**config.mk**
```make
export PLATFORM = sky130hd
export DESIGN_NAME = pc_redirect_ctrl
export DESIGN_NICKNAME = d
export VERILOG_FILES = /design/src/rtl/mips_pc_pkg.sv /design/src/rtl/pc_redirect_hold.sv /design/src/rtl/pc_redirect_ctrl.sv
export SDC_FILE = /design/constraint.sdc
export NUM_CORES = 1
export LEC_CHECK = 0
export BUFFER_PORTS_ARGS = -buffer_cell sky130_fd_sc_hd__buf_2
export CORE_UTILIZATION = 45
export DETAILED_ROUTE_END_ITERATION = 7
export PLACE_DENSITY = 0.74
export REMOVE_ABC_BUFFERS = 1
export SYNTH_ARGS = -nofsm -noshare
export SYNTH_HDL_FRONTEND = slang
export SYNTH_SLANG_ARGS = --single-unit
export TNS_END_PERCENT = 100
```
**constraint.sdc**
```tcl
create_clock -name clk -period 3.75 [get_ports clk]
set_input_delay 0.1875 -clock clk [delete_from_list [all_inputs] [get_ports clk]]
set_output_delay 0.1875 -clock clk [all_outputs]
set_load 0.005 [all_outputs]
```
**src/rtl/mips_pc_pkg.sv**
```systemverilog
// Shared types and constants for the MIPS PC-select path.
package mips_pc_pkg;

  typedef enum logic [1:0] {
    SEL_NORMAL = 2'b00,
    SEL_JUMP   = 2'b01,
    SEL_JR     = 2'b10
  } pc_sel_t;

  typedef logic [0:0] ctrl_state_t;
  localparam ctrl_state_t RUN  = 1'b0;
  localparam ctrl_state_t PEND = 1'b1;

  localparam logic [31:0] PC_STEP = 32'd4;

endpackage

```
**src/rtl/pc_redirect_hold.sv**
```systemverilog
// Holds the redirect kind/target captured during a stall; a later JR
// replaces a held J/JAL or an older JR, a later J/JAL never replaces anything.
module pc_redirect_hold
  import mips_pc_pkg::*;
(
  input  logic        clk,
  input  logic        rst_n,
  input  logic        capture,
  input  logic        update,
  input  logic        clear,
  input  logic        jr_req,
  input  logic [31:0] jr_target,
  input  logic [31:0] jump_target,
  output pc_sel_t     held_sel,
  output logic [31:0] held_target
);

  always_ff @(posedge clk or negedge rst_n) begin
    if (!rst_n) begin
      held_sel    <= SEL_NORMAL;
      held_target <= 32'h0;
    end else if (clear) begin
      held_sel    <= SEL_NORMAL;
      held_target <= 32'h0;
    end else if (capture) begin
      // capture is only raised with a request present, so !jr_req means jump
      if (jr_req) begin
        held_sel    <= SEL_JR;
        held_target <= jr_target;
      end else begin
        held_sel    <= SEL_JUMP;
        held_target <= jump_target;
      end
    end else if (update && jr_req) begin
      held_sel    <= SEL_JR;
      held_target <= jr_target;
    end
  end

endmodule

```
**src/rtl/pc_redirect_ctrl.sv**
```systemverilog
// PC owner and next-PC select/flush sequencer; older instruction wins (JR > J > seq).
// Define PC_ALIGN_CHECK_EN to trap misaligned redirect targets to EXC_VECTOR.
//
// state | meaning
// RUN   | normal fetch; redirects applied immediately when not stalled
// PEND  | redirect captured during a stall, replayed when stall drops
module pc_redirect_ctrl
  import mips_pc_pkg::*;
#(
  parameter logic [31:0] RESET_PC = 32'h0000_0000
`ifdef PC_ALIGN_CHECK_EN
  , parameter logic [31:0] EXC_VECTOR = 32'h0000_0180
`endif
) (
  input  logic        clk,
  input  logic        rst_n,
  input  logic        stall,
  input  logic        branchTaken,
  input  logic [31:0] branchTarget,
  input  logic        jumpReq,
  input  logic [31:0] jumpTarget,
  input  logic        jrReq,
  input  logic [31:0] jrTarget,
  output logic [31:0] pc,
  output logic [1:0]  pcSel,
  output logic [31:0] nextPc,
  output logic        flushIfId,
  output logic        flushIdEx,
`ifdef PC_ALIGN_CHECK_EN
  output logic        alignErr,
`endif
  output logic        pending
);

  ctrl_state_t state, state_nxt;
  pc_sel_t     sel, held_sel;
  logic [31:0] tgt, held_target, normal_addr;
  logic        redirect;
  logic        capture, update, clear;

  assign capture = (state == RUN) && stall && (jrReq || jumpReq);
  assign update  = (state == PEND) && stall;
  assign clear   = (state == PEND) && !stall;
  assign pending = (state == PEND);

  pc_redirect_hold u_hold (
    .clk         (clk),
    .rst_n       (rst_n),
    .capture     (capture),
    .update      (update),
    .clear       (clear),
    .jr_req      (jrReq),
    .jr_target   (jrTarget),
    .jump_target (jumpTarget),
    .held_sel    (held_sel),
    .held_target (held_target)
  );

`ifdef PC_ALIGN_CHECK_EN
  logic misaligned;
`endif

  always_comb begin
    normal_addr = branchTaken ? branchTarget : pc + PC_STEP;
    state_nxt   = state;
    redirect    = 1'b0;
    sel         = SEL_NORMAL;
    tgt         = pc;
    case (state)
      RUN: begin
        if (!stall) begin
          if (jrReq) begin
            redirect = 1'b1;
            sel      = SEL_JR;
            tgt      = jrTarget;
          end else if (jumpReq) begin
            redirect = 1'b1;
            sel      = SEL_JUMP;
            tgt      = jumpTarget;
          end else begin
            tgt = normal_addr;
          end
        end else if (jrReq || jumpReq) begin
          state_nxt = PEND;
        end
      end
      PEND: begin
        // live requests during replay are on the wrong path and are dropped
        if (!stall) begin
          redirect  = 1'b1;
          sel       = held_sel;
          tgt       = held_target;
          state_nxt = RUN;
        end
      end
      default: state_nxt = RUN;
    endcase

    pcSel     = sel;
    nextPc    = tgt;
    flushIfId = redirect;
    flushIdEx = redirect && (sel == SEL_JR);
`ifdef PC_ALIGN_CHECK_EN
    misaligned = redirect && (tgt[1:0] != 2'b00);
    if (misaligned) begin
      pcSel     = SEL_NORMAL;
      nextPc    = EXC_VECTOR;
      flushIdEx = 1'b1;
    end
`endif
  end

  always_ff @(posedge clk or negedge rst_n) begin
    if (!rst_n) begin
      state <= RUN;
      pc    <= RESET_PC;
    end else begin
      state <= state_nxt;
      pc    <= nextPc;
    end
  end

`ifdef PC_ALIGN_CHECK_EN
  always_ff @(posedge clk or negedge rst_n) begin
    if (!rst_n) alignErr <= 1'b0;
    else        alignErr <= misaligned;
  end
`endif

endmodule
```
* Word-level counts from Yosys, hierarchy flattened
Cells that the tools add are included.
** Storage, ports and cells
- Register bits :: 67
- Latch bits :: 0
- Bits in writable memories :: 0
- ROM bits :: 0
- Bits of input ports :: 102
- Output and inout port bits :: 69
- Memories :: 0
** Operators by class
- Add/subtract/negate cells :: 1
- Multiply operators :: 0
- Divide/modulo/power cells :: 0
- Order comparisons :: 0
- Eq/ne operators :: 1
- Shifts and indexed selects :: 0
- Mux-type cells :: 28
- Bitwise operators :: 1
- Reductions and logical operators :: 9
** Operator list (count)
- 32-bit 2-to-1 mux :: 9
- 32-bit one-hot mux with 2 select lines :: 1
- 32-bit by 3-bit adder with 32-bit output (second input constant) :: 1
- 2-bit 2-to-1 mux :: 7
- 1-bit 2-to-1 mux :: 8
- 1-bit logical AND :: 6
- 1-bit one-hot mux with 2 select lines :: 2
- 2-bit one-hot mux with 2 select lines :: 1
- 3-bit nonzero test :: 1
- 2-bit equality test (second input constant) :: 1
- 1-bit logical NOT :: 1
- 1-bit logical OR :: 1
- 1-bit inverter :: 1

* Logic depth before layout (Yosys ltp)
- Depth after elaboration :: 6
- Gate-level depth with buffers :: 7

* Hierarchy
From an unflattened synthesis, not the netlist that was laid out.
** Second synthesis, totals
- Cell total of the unflattened synthesis :: 545
- Area, all modules :: 4583.1 sq um
** Modules (own cells, without submodules)
- pc_redirect_ctrl :: times used 1, cells each 396, area an instance 3007.9 sq um, seq. area each 825.8 sq um
- pc_redirect_hold :: times used 1, cells each 149, area an instance 1575.3 sq um, seq. area each 850.8 sq um

* Worst setup path before layout
Ideal clock, no wire load.
- Path type :: reg-to-output
- Start :: register pc[2]
- End :: output port nextPc[20]
- Arrival time :: 1.744 ns
- Data required time :: 3.562 ns
- Setup slack :: 1.818 ns
- Stages on the path, launching flop included :: 7
- Buffers on the path :: 0
- Cells stage by stage :: dfrtp_1 -> ha_1 -> nand3_2 -> nor4_4 -> and3_1 -> o21ai_1 -> a221o_1
** Between the ends
- Longest elaborated chain between the ends :: 6
** RTL lines
- start: declaration :: line pc_redirect_ctrl.sv:24 : output logic [31:0] pc,
- start signal: assignment :: line pc_redirect_ctrl.sv:119 : pc <= nextPc;
- 32-bit by 3-bit adder with 32-bit output :: line pc_redirect_ctrl.sv:64 : normal_addr = branchTaken ? branchTarget : pc + PC_STEP;
- 32-bit 2-to-1 mux :: line pc_redirect_ctrl.sv:64
- 32-bit 2-to-1 mux :: line pc_redirect_ctrl.sv:76 : end else if (jumpReq) begin
- 32-bit 2-to-1 mux :: line pc_redirect_ctrl.sv:72 : if (jrReq) begin
- 32-bit 2-to-1 mux :: line pc_redirect_ctrl.sv:71 : if (!stall) begin
- 32-bit one-hot mux with 2 select lines :: line pc_redirect_ctrl.sv:69 : case (state)
- end: declaration :: line pc_redirect_ctrl.sv:26 : output logic [31:0] nextPc,
Every way passes these cells.

* Final worst setup path
- Start :: register pc[2]
- End :: output port nextPc[24]
Same word-level chain as after synthesis.

==> impl_metrics.json <==
{
  "run_status": "complete, no violations",
  "grt_first_pass_wirelength_mm": 25.50,
  "min-delay-path-class": "primary input to flip-flop",
  "layout-area-overhead-vs-synth_pct": 23.74,
  "multi_input_gate_area_in_the_final_layout_sq_mm": 0.002708,
  "route.detailed.vias_per_inst": 6.371,
  "net-switching-power_mw": 0.7514,
  "floorplan.die.height_um": 103.2,
  "post-route-period-util": 0.7613,
  "worst_vdd_rail_ir_drop_uv": 187.6,
  "layout.nets": 816,
  "slew_headroom": 0.4383,
  "place_congestion": 0.9074,
  "top_cell_type_s_share_of_synthesized_area": 0.3636,
  "crit_path_start_kind": "flip-flop",
  "maxSlewViolCount": 0,
  "clk_pin_slew_worst_paths_ns": 0.07,
  "via_total_after_detailed_routing": 5409,
  "synth.lib_cells_used.distinct": 57,
  "antenna_cells": 0,
  "clkSinkCount": 67,
  "cell_internal_pwr_mw": 1.316,
  "sequential_power_share": 0.456,
  "clock_insertion_delay_worst_skew_ns": 0.35,
  "dpl.cell_count": 834,
  "hold-worst-slack_ns": 0.1183,
  "comb_power_share": 0.293,
  "post_synthesis_compound_gate_area_fraction": 0.3145,
  "synth_edf_count": 0,
  "async_flop_share": 1.000,
  "fillCellCount": 927,
  "final_hold_viol_count": 0,
  "grt_pass1_vias": 5034,
  "post_synth_and_or_nand_nor_area_fraction": 0.2038,
  "clockPowerShare": 0.250,
  "hpwl_mm": 11.63,
  "finalClockSkew_ns": 0.009429,
  "path_max_fanout": 7,
  "cts_hold_buffers": 1,
  "floorplan.die.width_um": 103.2,
  "synthFlopType": "dfrtp_1",
  "synthesis.area_sq_mm": 0.004611,
  "top_cells_by_area_synth": "dfrtp_1 36%, o21ai_0 7.7%, nand2_1 6.4%, a21oi_1 4.7%, mux2i_1 3.7%",
  "rows": 36,
  "globalRouteTotalUtil": 0.3171,
  "timing.setup.critical_path_class": "flip-flop to output pin",
  "global_route.overflow_total": 0,
  "postLayoutCoreUtil": 0.5784,
  "synth_sequential_area_ratio": 0.3636,
  "setup_tns_ns": 0,
  "number_of_design_rule_violations_left_by_the_first_detailed_router_iteration": 448,
  "route.final.wire_length_mm": 16.71,
  "power_leakage_nw": 2.633,
  "p_total_mw": 2.068,
  "worstSetupEndpointType": "output pin",
  "min_period_ns": 2.855,
  "floorplan.io_pins": 171,
  "ff_latch_area_sq_mm": 0.001677,
  "post_synth.cell_area_avg_sq_um": 8.204,
  "instances_no_fill": 849,
  "postRouteAntennaNets": 0,
  "die-area_sq_mm": 0.01065,
  "grt_antenna_before_repair": 0,
  "cts_root_buffer": "clkbuf_8",
  "postCtsSetupRepairBufs": 0,
  "yosys_warnings": 0,
  "post_synth_adder_cell_area": 0.002714,
  "htree_num_levels": 3,
  "dpl_cell_area_sq_mm": 0.005548,
  "layout_setup_ws_ns": 0.8950,
  "core_area_sq_mm": 0.009864,
  "synth_xor_xnor_area_share": 0.02090,
  "clock_path_buffers": 2,
  "synth_largest_area_cell": "dfrtp_1",
  "drt_first_pass_iters": 6,
  "post_drt_wl_per_cell_um": 19.69,
  "ys_seq_elements": 67,
  "maxClockFrequency_mhz": 350.3,
  "layout.cell_area.non_filler_sq_mm": 0.005705,
  "cts_tree": "yes",
  "worst_ep_arrival_time_ns": 2.67,
  "power_per_cell_area_mw_per_mm2": 362.4,
  "combinational_family_with_the_most_area_after_synthesis": "compound AO/OA/AOI/OAI gates",
  "report.final.setup_viol": 0,
  "switching_share": 0.3634,
  "start_util": 0.4674,
  "max-cap-violations": 0,
  "syn-instance-count": 562,
  "cts.repair.resized": 0,
  "critPathRequiredTime_ns": 3.56,
  "cts_buffers": 9,
  "muxShareOfSynthArea": 0.04423,
  "dpl_worst_slack_ns": 1.301,
  "io_buffer_count": 170,
  "grt_start_max_net_pins": 46,
  "tightest_slew_ns": 0.8404,
  "drive_above_1_share": 0.2961,
  "grt_setup_unrepaired": "false",
  "drc": 0
}
-- flip-flops by register name, indices dropped and copies added (netlist names) --
name,cells
u_hold.held_sel,2
pc,32
pending,1
u_hold.held_target,32
-- cell usage after synthesis (6+ instances only) --
| cell | count |
|---|---|
| nand2_1 | 79 |
| o21ai_0 | 71 |
| dfrtp_1 | 67 |
| a21oi_1 | 43 |
| clkbuf_1 | 27 |
| nor2_1 | 22 |
| a22oi_1 | 19 |
| a221oi_1 | 17 |
| mux2i_1 | 17 |
| and3_1 | 16 |
| nand3_1 | 16 |
| o22ai_1 | 15 |
| buf_2 | 14 |
| inv_1 | 11 |
| nor3_1 | 10 |
| nand4_1 | 9 |
| a31oi_1 | 8 |
| o221ai_1 | 7 |
| xnor2_1 | 7 |
| and4_1 | 6 |
| o21a_1 | 6 |
-- layout by cell type, fill, tap and decap left out, types with 7 or more instances in the layout --
cell / count
o221ai_1: 7
buf_4: 14
xnor2_1: 7
a221oi_1: 17
nand4_1: 9
buf_2: 170
nand2_1: 79
nor3_1: 10
nand3_1: 16
and3_1: 16
inv_1: 11
a31oi_1: 8
nor2_1: 22
o21ai_0: 71
clkbuf_8: 9
dfrtp_1: 67
a21oi_1: 43
o22ai_1: 15
mux2i_1: 17
a22oi_1: 19
-- metal layers --
| layer | global-route usage | share of wire | vias up |
|---|---|---|---|
| met3 | 0.06048 | 0.11 | 54 |
| met2 | 0.4949 | 0.46 | 382 |
| met4 | 0.1560 | 0.029 | 0 |
| met5 | 0 | 0 | - |
| met1 | 0.4233 | 0.40 | 2543 |
| li1 | - | - | 2430 |
-- critical path: stages (launching register included) --
cell      delay [ns]
dfrtp_1         0.46
ha_1            0.26
nand3_2         0.19
nor3_2          0.59
and3_1          0.27
o311ai_1        0.11
a31oi_1         0.27
buf_2           0.17
-- cell type report --
cell class	instances	area share
clock inverters	4	0.003509
inverters	11	0.007237
multi-input cells	439	0.4746
well taps	133	0.02917
clock buffers	10	0.02237
repair buffers	185	0.1693
flip-flops and latches	67	0.2939
-- power groups by stage --
stage	clock network, mW	registers (mW)	logic (mW)
final	0.518	0.943	0.607
after global routing	0.560	0.957	0.671
after CTS	0.522	0.939	0.603
after detailed placement	0	0.952	0.599
after global placement	0	0.946	0.590
after floorplan	0	0.930	0.287
-- kinds of logic (layout without fill, tap and decap cells) --
family                     after synthesis  count (layout)
and+or+nand+nor                        182             182
DFF                                     67              67
xor gates and xnor gates                11              11
muxes                                   20              20
adders and majority gates                1               1
buffers and inverters                   56             210
AOI/OAI and AO/OA                      225             225
-- final timing paths --
path / depth (start not counted) / endpoint / slack [ns] / from
min in group asynchronous: 2 / pc[19] / 0.36 / rst_n
worst min register to register: 2 / u_hold.held_sel[1] / 0.48 / u_hold.held_sel[1]
worst max-delay path: 7 / nextPc[24] / 0.90 / pc[2]
worst min-delay path: 3 / pc[7] / 0.12 / jumpTarget[7]
worst max register to register: 5 / u_hold.held_target[14] / 1.47 / pending
max in group asynchronous: 3 / pc[27] / 2.35 / rst_n
No activity file was read; power rests on OpenSTA's default activity.
